## config.mk

```make
export PLATFORM = sky130hd
export DESIGN_NAME = alu_share_arb
export DESIGN_NICKNAME = d
export VERILOG_FILES = /design/src/rtl/alu_share_arb_pkg.sv /design/src/rtl/alu_share_arb_rr_pick2.sv /design/src/rtl/alu_share_arb.sv
export SDC_FILE = /design/constraint.sdc
export NUM_CORES = 1
export LEC_CHECK = 0
export CAP_MARGIN = 20
export CORE_MARGIN = 4
export CORE_UTILIZATION = 37
export DETAILED_ROUTE_END_ITERATION = 8
export PLACE_DENSITY = 0.76
export SYNTH_ARGS = -nofsm -noshare
export SYNTH_HDL_FRONTEND = slang
export SYNTH_HIERARCHICAL = 1
export SYNTH_SLANG_ARGS = --single-unit
```

## constraint.sdc

```tcl
create_clock -name clk -period 1.85 [get_ports clk]
set_input_delay 0.2775 -clock clk [delete_from_list [all_inputs] [get_ports clk]]
set_output_delay 0.2775 -clock clk [all_outputs]
set_load 0.01 [all_outputs]
```

## src/rtl/alu_share_arb_pkg.sv

```systemverilog
// Shared encodings for the two-requester add/sub/SLT sequencer.
package alu_share_arb_pkg;

  localparam int unsigned DEF_WIDTH = 10;

  typedef enum logic [1:0] {
    OP_ADD = 2'b00,
    OP_SUB = 2'b01,
    OP_SLT = 2'b10,
    OP_RSV = 2'b11
  } op_e;

  typedef enum logic [1:0] {
    S_IDLE,
    S_EXEC,
    S_RESP
  } state_e;

  function automatic logic op_is_sub(input op_e op);
    return (op == OP_SUB) || (op == OP_SLT);
  endfunction

endpackage

```

## src/rtl/alu_share_arb_rr_pick2.sv

```systemverilog
// Combinational 2-way round-robin pick: on a tie the requester not granted last wins.
module alu_share_arb_rr_pick2 (
  input  logic [1:0] valid,
  input  logic       last_grant,
  output logic [1:0] grant,
  output logic       grant_id
);

  always_comb begin
    grant    = '0;
    grant_id = 1'b0;
    unique case (valid)
      2'b01: begin
        grant    = 2'b01;
        grant_id = 1'b0;
      end
      2'b10: begin
        grant    = 2'b10;
        grant_id = 1'b1;
      end
      2'b11: begin
        grant_id = ~last_grant;
        grant    = last_grant ? 2'b01 : 2'b10;
      end
      default: ;
    endcase
  end

endmodule

```

## src/rtl/alu_share_arb.sv

```systemverilog
// Shares one add/sub/SLT unit between two requesters: IDLE -> EXEC -> RESP.
// Optional grant counters are built when ALU_ARB_STATS_EN is defined.
module alu_share_arb
  import alu_share_arb_pkg::*;
#(
  parameter int unsigned WIDTH = DEF_WIDTH,
  parameter int unsigned N_REQ = 2
) (
  input  logic             clk,
  input  logic             reset,
  input  logic [N_REQ-1:0] req_valid,
  output logic [N_REQ-1:0] req_ready,
  input  logic [1:0]       req_op0,
  input  logic [1:0]       req_op1,
  input  logic [WIDTH-1:0] req_a0,
  input  logic [WIDTH-1:0] req_b0,
  input  logic [WIDTH-1:0] req_a1,
  input  logic [WIDTH-1:0] req_b1,
  output logic [WIDTH-1:0] alu_a,
  output logic [WIDTH-1:0] alu_b,
  output logic             alu_subtract,
  input  logic [WIDTH-1:0] alu_sum,
  input  logic             alu_carryout,
  input  logic             alu_overflow,
  input  logic             alu_slt,
  output logic             rsp_valid,
  input  logic             rsp_ready,
  output logic             rsp_id,
  output logic [WIDTH-1:0] rsp_result,
  output logic             rsp_carryout,
  output logic             rsp_overflow,
  output logic             rsp_err,
  output logic             busy
`ifdef ALU_ARB_STATS_EN
  ,
  output logic [15:0]      grant_cnt0,
  output logic [15:0]      grant_cnt1
`endif
);

  state_e           state_q, state_d;
  op_e              op_q, op_d;
  logic             last_q, last_d;
  logic             id_q, id_d;
  logic [WIDTH-1:0] alu_a_q, alu_a_d;
  logic [WIDTH-1:0] alu_b_q, alu_b_d;
  logic             alu_sub_q, alu_sub_d;
  logic             rsp_valid_q, rsp_valid_d;
  logic             rsp_id_q, rsp_id_d;
  logic [WIDTH-1:0] rsp_result_q, rsp_result_d;
  logic             rsp_co_q, rsp_co_d;
  logic             rsp_ov_q, rsp_ov_d;
  logic             rsp_err_q, rsp_err_d;
  logic             busy_q, busy_d;

  logic [1:0]       pick;
  logic             pick_id;
  op_e              sel_op;
  logic [WIDTH-1:0] sel_a, sel_b;

  alu_share_arb_rr_pick2 u_pick (
    .valid      (req_valid),
    .last_grant (last_q),
    .grant      (pick),
    .grant_id   (pick_id)
  );

  assign req_ready = (state_q == S_IDLE) ? pick : '0;

  assign sel_op = pick_id ? op_e'(req_op1) : op_e'(req_op0);
  assign sel_a  = pick_id ? req_a1 : req_a0;
  assign sel_b  = pick_id ? req_b1 : req_b0;

  always_comb begin
    state_d      = state_q;
    op_d         = op_q;
    last_d       = last_q;
    id_d         = id_q;
    alu_a_d      = alu_a_q;
    alu_b_d      = alu_b_q;
    alu_sub_d    = alu_sub_q;
    rsp_valid_d  = rsp_valid_q;
    rsp_id_d     = rsp_id_q;
    rsp_result_d = rsp_result_q;
    rsp_co_d     = rsp_co_q;
    rsp_ov_d     = rsp_ov_q;
    rsp_err_d    = rsp_err_q;

    unique case (state_q)
      S_IDLE: begin
        if (|pick) begin
          op_d    = sel_op;
          id_d    = pick_id;
          last_d  = pick_id;
          state_d = S_EXEC;
          // Reserved op keeps the shared unit quiet.
          if (sel_op == OP_RSV) begin
            alu_a_d   = '0;
            alu_b_d   = '0;
            alu_sub_d = 1'b0;
          end else begin
            alu_a_d   = sel_a;
            alu_b_d   = sel_b;
            alu_sub_d = op_is_sub(sel_op);
          end
        end
      end
      S_EXEC: begin
        rsp_valid_d = 1'b1;
        rsp_id_d    = id_q;
        rsp_err_d   = 1'b0;
        state_d     = S_RESP;
        unique case (op_q)
          OP_ADD, OP_SUB: begin
            rsp_result_d = alu_sum;
            rsp_co_d     = alu_carryout;
            rsp_ov_d     = alu_overflow;
          end
          OP_SLT: begin
            rsp_result_d    = '0;
            rsp_result_d[0] = alu_slt;
            rsp_co_d        = 1'b0;
            rsp_ov_d        = 1'b0;
          end
          default: begin
            rsp_result_d = '0;
            rsp_co_d     = 1'b0;
            rsp_ov_d     = 1'b0;
            rsp_err_d    = 1'b1;
          end
        endcase
      end
      S_RESP: begin
        if (rsp_ready) begin
          rsp_valid_d = 1'b0;
          state_d     = S_IDLE;
        end
      end
      default: state_d = S_IDLE;
    endcase

    busy_d = (state_d != S_IDLE);
  end

  always_ff @(posedge clk or posedge reset) begin
    if (reset) begin
      state_q      <= S_IDLE;
      op_q         <= OP_ADD;
      last_q       <= 1'b1;
      id_q         <= 1'b0;
      alu_a_q      <= '0;
      alu_b_q      <= '0;
      alu_sub_q    <= 1'b0;
      rsp_valid_q  <= 1'b0;
      rsp_id_q     <= 1'b0;
      rsp_result_q <= '0;
      rsp_co_q     <= 1'b0;
      rsp_ov_q     <= 1'b0;
      rsp_err_q    <= 1'b0;
      busy_q       <= 1'b0;
    end else begin
      state_q      <= state_d;
      op_q         <= op_d;
      last_q       <= last_d;
      id_q         <= id_d;
      alu_a_q      <= alu_a_d;
      alu_b_q      <= alu_b_d;
      alu_sub_q    <= alu_sub_d;
      rsp_valid_q  <= rsp_valid_d;
      rsp_id_q     <= rsp_id_d;
      rsp_result_q <= rsp_result_d;
      rsp_co_q     <= rsp_co_d;
      rsp_ov_q     <= rsp_ov_d;
      rsp_err_q    <= rsp_err_d;
      busy_q       <= busy_d;
    end
  end

  assign alu_a        = alu_a_q;
  assign alu_b        = alu_b_q;
  assign alu_subtract = alu_sub_q;
  assign rsp_valid    = rsp_valid_q;
  assign rsp_id       = rsp_id_q;
  assign rsp_result   = rsp_result_q;
  assign rsp_carryout = rsp_co_q;
  assign rsp_overflow = rsp_ov_q;
  assign rsp_err      = rsp_err_q;
  assign busy         = busy_q;

`ifdef ALU_ARB_STATS_EN
  logic [15:0] cnt0_q, cnt0_d;
  logic [15:0] cnt1_q, cnt1_d;

  always_comb begin
    cnt0_d = cnt0_q;
    cnt1_d = cnt1_q;
    if (req_ready[0] && (cnt0_q != '1)) cnt0_d = cnt0_q + 16'd1;
    if (req_ready[1] && (cnt1_q != '1)) cnt1_d = cnt1_q + 16'd1;
  end

  always_ff @(posedge clk or posedge reset) begin
    if (reset) begin
      cnt0_q <= '0;
      cnt1_q <= '0;
    end else begin
      cnt0_q <= cnt0_d;
      cnt1_q <= cnt1_d;
    end
  end

  assign grant_cnt0 = cnt0_q;
  assign grant_cnt1 = cnt1_q;
`endif

endmodule

```

* Yosys cells after proc, flatten, opt, wreduce, memory -nomap -nowiden *
Cells that the tools add are included.

word-level totals
  flip-flop bits (word level) = 43
  logic and storage cells = 55

operators by class
  bitwise logic cells = 1
  equal/unequal tests = 11
  multiplexer cells = 19
  reductions and logical operators = 10

operator list
  cell                                                  count
  2-to-1 mux 10 bit                                     4
  one-hot mux 10 bit (2 select lines)                   1
  equality test 2 bit (second input constant)           6
  one-hot mux 2 bit (3 select lines)                    2
  2-to-1 mux 2 bit                                      5
  equality test 2 x 1 -> 1 bit (second input constant)  4
  2-to-1 mux 1 bit                                      5
  logical NOT 2 bit                                     2
  one-hot mux 1 bit (2 select lines)                    2
  AND reduction 2 bit                                   2
  nonzero test 2 bit                                    2
  OR reduction 2 bit                                    2
  OR reduction 3 bit                                    1
  != test 2 bit (second input constant)                 1
  logical OR 1 bit                                      1
  inverter 1 bit                                        1

* Logic depth before layout (Yosys ltp) *
Gate-level depths: netlist of run 1.

  depth in word-level cells = 6
  depth in mapped cells = 7
  mapped depth without buffers = 5

* Modules after synthesis *
Netlist of run 1, hierarchy kept.

by module, submodules not included
  module                  area an instance (sq um)  sequential area each (sq um)  instances  cells an instance
  alu_share_arb           2132.0                    1077.3                        1          176
  alu_share_arb_rr_pick2  26.3                      0.0                           1          4

* Worst setup path before layout of run 1 *
Ideal clock, no wire load.

  path type = flip-flop to flip-flop
  from = register last_q
  to = register alu_a_q[0], in the netlist alu_a[0]
  setup time = 125 ps
  path buffers = 2
  arrival = 1714 ps
  cell stages (with the launch flop) = 8
  setup slack = 11 ps
  required time = 1725 ps
  path through = dfstp_2 a21boi_0 buf_2 mux2_2 ha_1 clkbuf_1 nor2_1 mux2_4

between the ends
  cells in the longest elaborated chain, start to end = 5
  elaborated cells between the ends (all ways) = 10
  those cells by class = eq/ne: 1; mux: 6; bitwise: 1; reduce/logical: 2

ends and longest elaborated chain
  element                             line                          text
  from (decl)                         alu_share_arb.sv:43           logic last_q, last_d;
  from (signal assigned)              alu_share_arb.sv:164          last_q <= last_d;
  inverter 1 bit                      alu_share_arb_rr_pick2.sv:22  grant_id = ~last_grant;
  one-hot mux 1 bit (2 select lines)  alu_share_arb_rr_pick2.sv:12  unique case (valid)
  via pick_id                         alu_share_arb.sv:57           logic pick_id;
  2-to-1 mux 2 bit                    alu_share_arb.sv:70           assign sel_op = pick_id ? op_e'(req_op1) : op_e'(req_op0);
  via sel_op[0]                       alu_share_arb.sv:58           op_e sel_op;
  equality test 2 bit                 alu_share_arb.sv:97           if (sel_op == OP_RSV) begin
  2-to-1 mux 10 bit                   alu_share_arb.sv:97
  to (signal assigned)                alu_share_arb.sv:166          alu_a_q <= alu_a_d;
  to (decl)                           alu_share_arb.sv:45           logic [WIDTH-1:0] alu_a_q, alu_a_d;

The timed path passes the listed nets, and every way through them passes these cells.
A chain may end at the register's enable or synchronous reset.

* Final worst setup path of run 1 *
  from = input req_valid[1]
  to = register alu_b_q[5], in the netlist alu_b[5]

between the ends
  cells in the longest elaborated chain, start to end = 5
  elaborated cells between the ends (all ways) = 11
  those cells by class = eq/ne: 4; mux: 5; reduce/logical: 2

ends and longest elaborated chain
  element                                 line                          text
  from (decl)                             alu_share_arb.sv:11           input logic [N_REQ-1:0] req_valid,
  equality test 2 bit                     alu_share_arb_rr_pick2.sv:12
  one-hot mux 1 bit (2 select lines) (*)  alu_share_arb_rr_pick2.sv:12
  via pick_id                             alu_share_arb.sv:57
  2-to-1 mux 2 bit (*)                    alu_share_arb.sv:70
  via sel_op[0]                           alu_share_arb.sv:58
  equality test 2 bit (*)                 alu_share_arb.sv:97
  2-to-1 mux 10 bit (*)                   alu_share_arb.sv:97
  to (signal assigned)                    alu_share_arb.sv:167          alu_b_q <= alu_b_d;
  to (decl)                               alu_share_arb.sv:46           logic [WIDTH-1:0] alu_b_q, alu_b_d;

Mark *: on every way through the listed nets, which the timed path passes. The rest lies on a longest branch.

==> metrics.md, run 1 <==
| Metric | Value |
|---|---|
| Total number of nets in the final design | `between 300 and 400` |
| Category of the most critical setup path | `input pin to flip-flop` |
| Area share of fa/ha/maj cells after synthesis | `0.005797` |
| Wire length of the first global-routing pass | `8404 um` |
| Overall fraction of global-route tracks in use | `0.1457` |
| Worst-Margin Slew | `between 0.4 and 0.5 ns` |
| Number of antenna violations at the first check in global routing | `0` |
| Type of destination of the critical path | `flip-flop` |
| Finished Cell Area | `around 3400 um^2` |
| Share of total power consumed by net switching | `0.3202` |
| Post-route minimum period | `around 1.8 ns` |
| Post-synthesis cell type count | `24` |
| Arrival time at the worst endpoint | `2.00 ns` |
| Ratio of total power to cell area | `1408 nW/um^2` |
| Number of hold-slack violations in the final timing report | `0` |
| Fmax | `around 560 MHz` |
| Total inserted antenna cells | `0` |
| Register area | `approximately 1100 um^2` |
| Height of the die | `84.38 um` |
| Internal power | `around 3.2 mW` |
| Total wire length after detailed routing | `between 5000 and 6000 um` |
| Number of pins exceeding their max-slew limit in the final report | `0` |
| Area used by multi-input combinational logic | `around 1000 um^2` |
| DRC | `0` |
| Avg Cell Area, Syn | `between 10 and 15 um^2` |
| Die Area | `7119 um^2` |
| Final setup violation count | `0` |
| Sw Pwr | `roughly 1.5 mW` |
| # rows | `27` |
| Number of buffers inserted by hold repair at cts | `0` |
| Simple-gate share of the synthesized area | `0.1136` |
| # Max-Cap Violations | `0` |
| Unrepaired setup endpoints after global routing | `no` |
| Standard cell area after detailed placement | `3257 um^2` |
| First-pass DRT Iterations | `4` |
| Number of nets with antenna violations after routing | `0` |
| Worst min path class | `input pin to asynchronous set/reset pin` |
| Core area | `between 5000 and 6000 um^2` |
| Compound-gate portion of the synthesized area | `0.05043` |
| Layout cell share with drive strength beyond 1 | `0.1831` |
| Fillers | `~500` |
| Portion of netlist area occupied by mux cells | `0.2748` |
| Final cycle utilization of the critical path | `0.9583` |
| TritonCTS clock tree | `built` |
| Overflow after GRT | `0` |
| Share of power burned in registers | `0.350` |
| Clock latency at the later pin of the worst-skew pair | `0.29 ns` |
| WL/cell | `about 14 um` |
| Peak supply drop | `605.0 uV` |
| Level count of the clock H-tree | `2` |
| Port Buffers | `100` |
| Synth Instances | `180` |
| Growth of design area from synthesis to finish | `55.71%` |
| Aggregate negative setup slack | `0 ns` |
| Per-cell via count in the routed design | `roughly 4.6` |
| Data required time of the worst path | `between 2 and 2.5 ns` |
| Post-synthesis sequential area ratio | `0.4991` |
| TritonCTS buffer count | `5` |
| Warnings, synthesis | `6` |
| Synth Cell Area | `between 2000 and 2500 um^2` |
| Xor and xnor fraction of the mapped netlist area | `0` |
| Leakage Power | `between 1 and 1.5 nW` |
| Slew Limit Headroom | `0.6887` |
| Clock transition at the register clock pins on the worst setup and hold paths after CTS | `about 0.08 ns` |
| I/O pin cnt | `between 100 and 150` |
| Total number of clock tree sinks | `43` |
| Largest net degree at the start of global routing | `29` |
| Final weighted congestion of routability-driven global placement | `roughly 0.70` |
| Clock buffer depth | `2` |
| Via count of the first global-routing pass | `1742` |
| Library cell used as clock root buffer | `sky130_fd_sc_hd__clkbuf_8` |
| DRC violation total after the first TritonRoute iteration | `31` |
| Result of the run | `complete, no violations` |
| Die Width | `about 84 um` |
| Main combinational cell family by area after synthesis | `multiplexers` |
| Mapped Nets | `243` |
| Type of element launching the critical path | `input pin` |
| Combinational Power Share | `0.529` |
| Crit-path max FO | `20` |
| Vias after detailed routing | `1650` |
| DPL Wire Length | `roughly 4000 um` |
| Part of the total power dissipated in the clock network | `0.122` |
| Synthesis-stage register bit count | `43` |
| Effective utilization at floorplan | `0.3872` |
| Worst setup skew after layout | `~0.007 ns` |
[cell usage after synthesis]
master | instances | share of area
sky130_fd_sc_hd__inv_1 | 4 | 0.0070
sky130_fd_sc_hd__nand2_1 | 14 | 0.024
sky130_fd_sc_hd__ha_1 | 1 | 0.0058
sky130_fd_sc_hd__nor2_1 | 20 | 0.035
sky130_fd_sc_hd__mux2_2 | 10 | 0.052
sky130_fd_sc_hd__dfrtp_1 | 42 | 0.49
sky130_fd_sc_hd__dfstp_2 | 1 | 0.012
sky130_fd_sc_hd__a2bb2oi_1 | 1 | 0.0041
sky130_fd_sc_hd__clkbuf_1 | 2 | 0.0035
sky130_fd_sc_hd__o21a_1 | 1 | 0.0035
sky130_fd_sc_hd__and2_2 | 2 | 0.0070
sky130_fd_sc_hd__o21ai_0 | 14 | 0.032
sky130_fd_sc_hd__nor2_2 | 1 | 0.0029
sky130_fd_sc_hd__a21boi_0 | 2 | 0.0070
sky130_fd_sc_hd__nand2b_1 | 12 | 0.035
sky130_fd_sc_hd__or2_1 | 1 | 0.0029
sky130_fd_sc_hd__mux2_4 | 18 | 0.13
sky130_fd_sc_hd__mux2i_1 | 21 | 0.097
sky130_fd_sc_hd__buf_6 | 3 | 0.016
sky130_fd_sc_hd__nor2b_1 | 1 | 0.0029
sky130_fd_sc_hd__a21boi_1 | 1 | 0.0035
sky130_fd_sc_hd__buf_12 | 2 | 0.019
sky130_fd_sc_hd__or2b_2 | 1 | 0.0041
sky130_fd_sc_hd__buf_2 | 5 | 0.012
[through the flow]
| stage | cells | hold slack [ns] | worst slack (ns) | total power [mW] | util |
|---|---|---|---|---|---|
| detailed placement | 347 | 0.4820 | -0.2862 | 4.205 | 0.5843 |
| floorplan | 180 | 0.4042 | 0.01138 | 3.084 | - |
| global route | 356 | 0.3555 | 0.01540 | 5.052 | 0.6029 |
| CTS | 356 | 0.3307 | 0.008106 | 4.815 | 0.6011 |
| global placement | 347 | 0.4624 | -0.2153 | 4.132 | 0.5843 |
| finish | 356 | 0.3164 | 0.07718 | 4.732 | 0.6029 |
[logic make-up (layout without fill, tap and decap cells)]
group,count (synthesis),after routing
adder cells (fa/ha/maj),1,1
multiplexers,49,49
AO/OA/AOI/OAI,19,19
AND/OR/NAND/NOR,52,52
flip-flops,43,43
buffers and inverters,16,120
[flip-flops by register name (all words and copies together), names as in the netlist]
name,flops
alu_b,10
last_q,1
rsp_id,1
alu_subtract,1
rsp_result,10
alu_a,10
op_q,2
rsp_valid,1
rsp_carryout,1
rsp_err,1
state_q,2
id_q,1
busy,1
rsp_overflow,1
[worst paths after layout]
check,slack [ns],start,end,cells after the start
worst max-delay path,0.08,req_valid[1],alu_b[5],7
worst min-delay path,0.32,reset,rsp_carryout,2
worst max register to register,0.10,last_q,alu_b[5],7
worst min register to register,0.50,rsp_overflow,rsp_overflow,2
max in group asynchronous,1.05,reset,op_q[1],3
min in group clk,0.50,rsp_overflow,rsp_overflow,2
[timing repair]
| action | CTS | global route |
|---|---|---|
| endpoints found under the setup margin | 2 | 20 |
| buffers inserted | 1 | 0 |
| pin swaps | 0 | 1 |
| gates resized for setup | 4 | 3 |
[power groups by stage]
stage / registers [mW] / clock network (mW) / logic (mW)
4_1_cts: 1.66 / 0.606 / 2.55
6_report: 1.65 / 0.577 / 2.50
5_1_grt: 1.72 / 0.640 / 2.69
2_1_floorplan: 1.78 / 0 / 1.30
3_5_place_dp: 1.68 / 0 / 2.53
3_3_place_gp: 1.67 / 0 / 2.46
[worst max-delay path: stages]
cell and delay [ns]:
sky130_fd_sc_hd__clkdlybuf4s50_1 0.50, sky130_fd_sc_hd__a21boi_4 0.25, sky130_fd_sc_hd__mux2_4 0.33, sky130_fd_sc_hd__ha_2 0.20
sky130_fd_sc_hd__buf_12 0.15, sky130_fd_sc_hd__nor2_1 0.13, sky130_fd_sc_hd__mux2_4 0.15
[metal layers]
layer | wire length, um | global-route usage
met1 | 2043 | 0.1715
met2 | 2670 | 0.2611
met3 | 349 | 0.04318
met4 | 38 | 0.03453
met5 | 0 | 0
[area by class of cell]
class                   count  share of cell area
well taps                  72             0.02681
clock inverters             2            0.003723
multi-input cells         121              0.2930
flip-flops and latches     43              0.3206
repair buffers            108              0.3299
inverters                   4            0.004468
clock buffers               6             0.02159
[layout by cell type (no fill, tap or decap), drive strengths merged, types with 2 or more instances in the layout]
cell / n
inv: 4
nor2: 21
o21ai: 14
mux2i: 21
clkdlybuf4s50: 98
mux2: 28
a21boi: 3
dlygate4sd2: 2
and2: 2
nand2b: 12
buf: 8
clkbuf: 6
dfrtp: 42
nand2: 14
Power figures use the tool's default switching activity.
==> inputs of run 2 (changes only) <==
--- a/config.mk
+++ b/config.mk
@@ -7,9 +7,10 @@
 export LEC_CHECK = 0
 export CAP_MARGIN = 20
 export CORE_MARGIN = 4
-export CORE_UTILIZATION = 37
+export CORE_UTILIZATION = 38
+export CTS_BUF_LIST = sky130_fd_sc_hd__clkbuf_8
 export DETAILED_ROUTE_END_ITERATION = 8
-export PLACE_DENSITY = 0.76
+export PLACE_DENSITY = 0.78
 export SYNTH_ARGS = -nofsm -noshare
 export SYNTH_HDL_FRONTEND = slang
 export SYNTH_HIERARCHICAL = 1
==> run 2 against run 1 <==
Against the previous run: global-route usage is 0.30 points higher; combinational power hardly changed; non-clock buffer count is 3 higher; maximum frequency is 0.66% lower; cell count is 0.84% higher; highest routed layer unchanged; cell area is 0.45% higher; worst setup slack worse by 0.012 ns; critical endpoint is now alu_a[9].
==> metrics.md, run 2 (synthesis gave the netlist of run 1 again) <==
| Metric | Value |
|---|---|
| Clock transition at the register clock pins on the worst setup and hold paths after CTS | `0.08 ns (about the same)` |
| Commonest non-fill, non-tap cells in the layout | `98 x sky130_fd_sc_hd__clkdlybuf4s50_1, 42 x sky130_fd_sc_hd__dfrtp_1, 21 x sky130_fd_sc_hd__mux2i_1` |
| Data required time of the worst path | `2.09 ns (about the same)` |
| TritonCTS buffer count | `5 (unchanged)` |
| Clock latency at the later pin of the worst-skew pair | `0.29 ns (about the same)` |
| DRC violation total after the first TritonRoute iteration | `41 (+32%)` |
| Largest net degree at the start of global routing | `29 (unchanged)` |
| Per-cell via count in the routed design | `4.602 (-0.72%)` |
| Number of placed instances with taps included | `350 (+0.86%)` |
| Type of element launching the critical path | `flip-flop` |
| Overflow after GRT | `0 (unchanged)` |
| First-pass DRT Iterations | `4 (unchanged)` |
| Vias after detailed routing | `1652 (+0.12%)` |
| Commonest non-fill, non-tap cell in the layout | `sky130_fd_sc_hd__clkdlybuf4s50_1` |
| Global routing usage on met3 | `0.04365 (+0.0004712)` |
| DRC | `0 (unchanged)` |
| Layout cell share with drive strength beyond 1 | `0.1986 (+0.01551)` |
| Sw Pwr | `1.521 mW (+0.38%)` |
| Arrival time at the worst endpoint | `2.03 ns (+0.03 ns)` |
| Effective utilization at floorplan | `0.3920 (+0.004751)` |
| Die Area | `6950 um^2 (-2.4%)` |
| Number of nets with antenna violations after routing | `0 (unchanged)` |
| Peak supply drop | `599.2 uV (-0.96%)` |
| Total number of clock tree sinks | `43 (unchanged)` |
| Internal power | `3.210 mW (-0.21%)` |
| # rows | `27 (unchanged)` |
| Part of the total power dissipated in the clock network | `0.121 (about the same)` |
| Final weighted congestion of routability-driven global placement | `0.7303 (+4.0%)` |
| Growth of design area from synthesis to finish | `56.41%` |
| Combinational Power Share | `0.530 (about the same)` |
| Share of power burned in registers | `0.349 (about the same)` |
| Total inserted antenna cells | `0 (unchanged)` |
| Overall fraction of global-route tracks in use | `0.1487 (+0.002983)` |
| Type of destination of the critical path | `flip-flop` |
| Number of buffers inserted by hold repair at cts | `0 (unchanged)` |
| Library cell used as clock root buffer | `sky130_fd_sc_hd__clkbuf_8` |
| Clock buffer depth | `2 (unchanged)` |
| Final cycle utilization of the critical path | `0.9646 (+0.006359)` |
| Die Width | `83.37 um (-1.2%)` |
| Crit-path max FO | `6 (-70%)` |
| Port Buffers | `100 (unchanged)` |
| Ratio of total power to cell area | `1401 nW/um^2 (-0.46%)` |
| Level count of the clock H-tree | `2 (unchanged)` |
| Result of the run | `complete, no violations` |
| Fillers | `453 (-9.6%)` |
| Number of antenna violations at the first check in global routing | `0 (unchanged)` |
| Category of the most critical setup path | `flip-flop to flip-flop` |
| Number of hold-slack violations in the final timing report | `0 (unchanged)` |
| Leakage Power | `1.504 nW (+0.57%)` |
| Final setup violation count | `0 (unchanged)` |
| Register area | `1077 um^2 (unchanged)` |
| TritonCTS clock tree | `built` |
| Fmax | `560.4 MHz (-0.66%)` |
| I/O pin cnt | `101 (unchanged)` |
| Global routing's busiest layer | `met2` |
| Core Util, Final | `0.6130 (+0.01012)` |
| Post-layout instance count excluding filler cells | `359 (+0.84%)` |
| Height of the die | `83.37 um (-1.2%)` |
| Worst min path class | `input pin to asynchronous set/reset pin` |
| Share of total power consumed by net switching | `0.3215 (+0.001285)` |
| Total wire length after detailed routing | `5142 um (+0.80%)` |
| Core area | `5507 um^2 (-1.2%)` |
| Number of pins exceeding their max-slew limit in the final report | `0 (unchanged)` |
| Power consumption | `4.731 mW (about the same)` |
| # Max-Cap Violations | `0 (unchanged)` |
| Via count of the first global-routing pass | `1692 (-2.9%)` |
| GR met1 Demand/Resource | `0.1792 (+0.007699)` |
| Worst setup skew after layout | `0.004490 ns (-0.002569 ns)` |
| Smallest hold slack | `0.2606 ns (-0.05579 ns)` |
| Wire length of the first global-routing pass | `8107 um (-3.5%)` |
| Worst-Margin Slew | `0.4030 ns (-0.06328 ns)` |
| Post-route minimum period | `1.785 ns (+0.01176 ns)` |
| Total number of nets in the final design | `349 (+0.87%)` |
| Area used by multi-input combinational logic | `989.7 um^2 (+0.51%)` |
| DPL Wire Length | `4014 um (+0.75%)` |
| Slew Limit Headroom | `0.7313 (+0.04264)` |
| Routing usage on met2 | `0.2449 (-0.01622)` |
| WL/cell | `14.32 um (about the same)` |
[run 2: cell types whose count changed in the layout (fill, tap and decap cells not counted)]
| cell | change |
|---|---|
| sky130_fd_sc_hd__dlygate4sd2_1 | -1 |
| sky130_fd_sc_hd__clkdlybuf4s15_1 | +1 |
| sky130_fd_sc_hd__ha_2 | -1 |
| sky130_fd_sc_hd__clkbuf_1 | -1 |
| sky130_fd_sc_hd__ha_4 | +1 |
| sky130_fd_sc_hd__buf_12 | -1 |
| sky130_fd_sc_hd__mux2_2 | +2 |
| sky130_fd_sc_hd__mux2_4 | -2 |
| sky130_fd_sc_hd__clkinv_2 | +2 |
| sky130_fd_sc_hd__clkinvlp_4 | -1 |
| sky130_fd_sc_hd__buf_4 | +4 |
| sky130_fd_sc_hd__nor2_2 | +1 |
| sky130_fd_sc_hd__nor2_1 | -1 |
[run 2: critical path: stages (launching register included)]
cell                       delay, ns
sky130_fd_sc_hd__dfstp_2        0.39
sky130_fd_sc_hd__buf_4          0.15
sky130_fd_sc_hd__a21boi_4       0.19
sky130_fd_sc_hd__mux2_2         0.39
sky130_fd_sc_hd__ha_4           0.18
sky130_fd_sc_hd__buf_4          0.15
sky130_fd_sc_hd__nor2_2         0.12
sky130_fd_sc_hd__mux2_4         0.15
[run 2: layout make-up]
class / instances / share of cell area
sequential: 43 / 0.3191
clock inverter: 3 / 0.004448
timing repair buffer: 111 / 0.3317
multi-input combinational: 121 / 0.2932
inverter: 4 / 0.004448
tap: 72 / 0.02669
clock buffer: 5 / 0.02039
[run 2: path summary, 6_finish.rpt]
check / slack, ns / to / depth (start not counted) / startpoint
min: 0.26 / rsp_result[4] / 2 / reset
max reg2reg: 0.07 / alu_a[9] / 7 / last_q
max in group asynchronous: 1.06 / last_q / 3 / reset
max: 0.07 / alu_a[9] / 7 / last_q
min in group clk: 0.48 / rsp_result[7] / 2 / rsp_result[7]
min reg2reg: 0.48 / rsp_result[7] / 2 / rsp_result[7]
[run 2: layer usage]
metal	vias to the layer above	wire [um]
li1	809	-
met1	774	2199
met4	0	108
met2	60	2487
met5	-	0
met3	9	348
[run 2: power by group through the flow]
stage	combinational, mW	clock (mW)	sequential [mW]
after floorplan	1.30	0	1.78
after global placement	2.46	0	1.66
after detailed placement	2.52	0	1.67
after CTS	2.54	0.603	1.65
after global routing	2.68	0.630	1.71
final	2.51	0.572	1.65
[run 2: through the flow]
step                         TNS, ns  cell area (um^2)  setup WS (ns)
after floorplan                    0              2158        0.01138
after global placement        -4.567              3267        -0.2080
after detailed placement      -5.462              3267        -0.3126
after CTS                          0              3362        0.01609
after global routing      -0.0003015              3376     -0.0003015
final                              0              3376        0.06541
[run 2: repair_timing]
| item | in CTS | in global routing |
|---|---|---|
| buffers inserted | 1 | 0 |
| cloned | 0 | 0 |
| resized for setup | 5 | 3 |
| setup endpoints to repair | 3 | 6 |
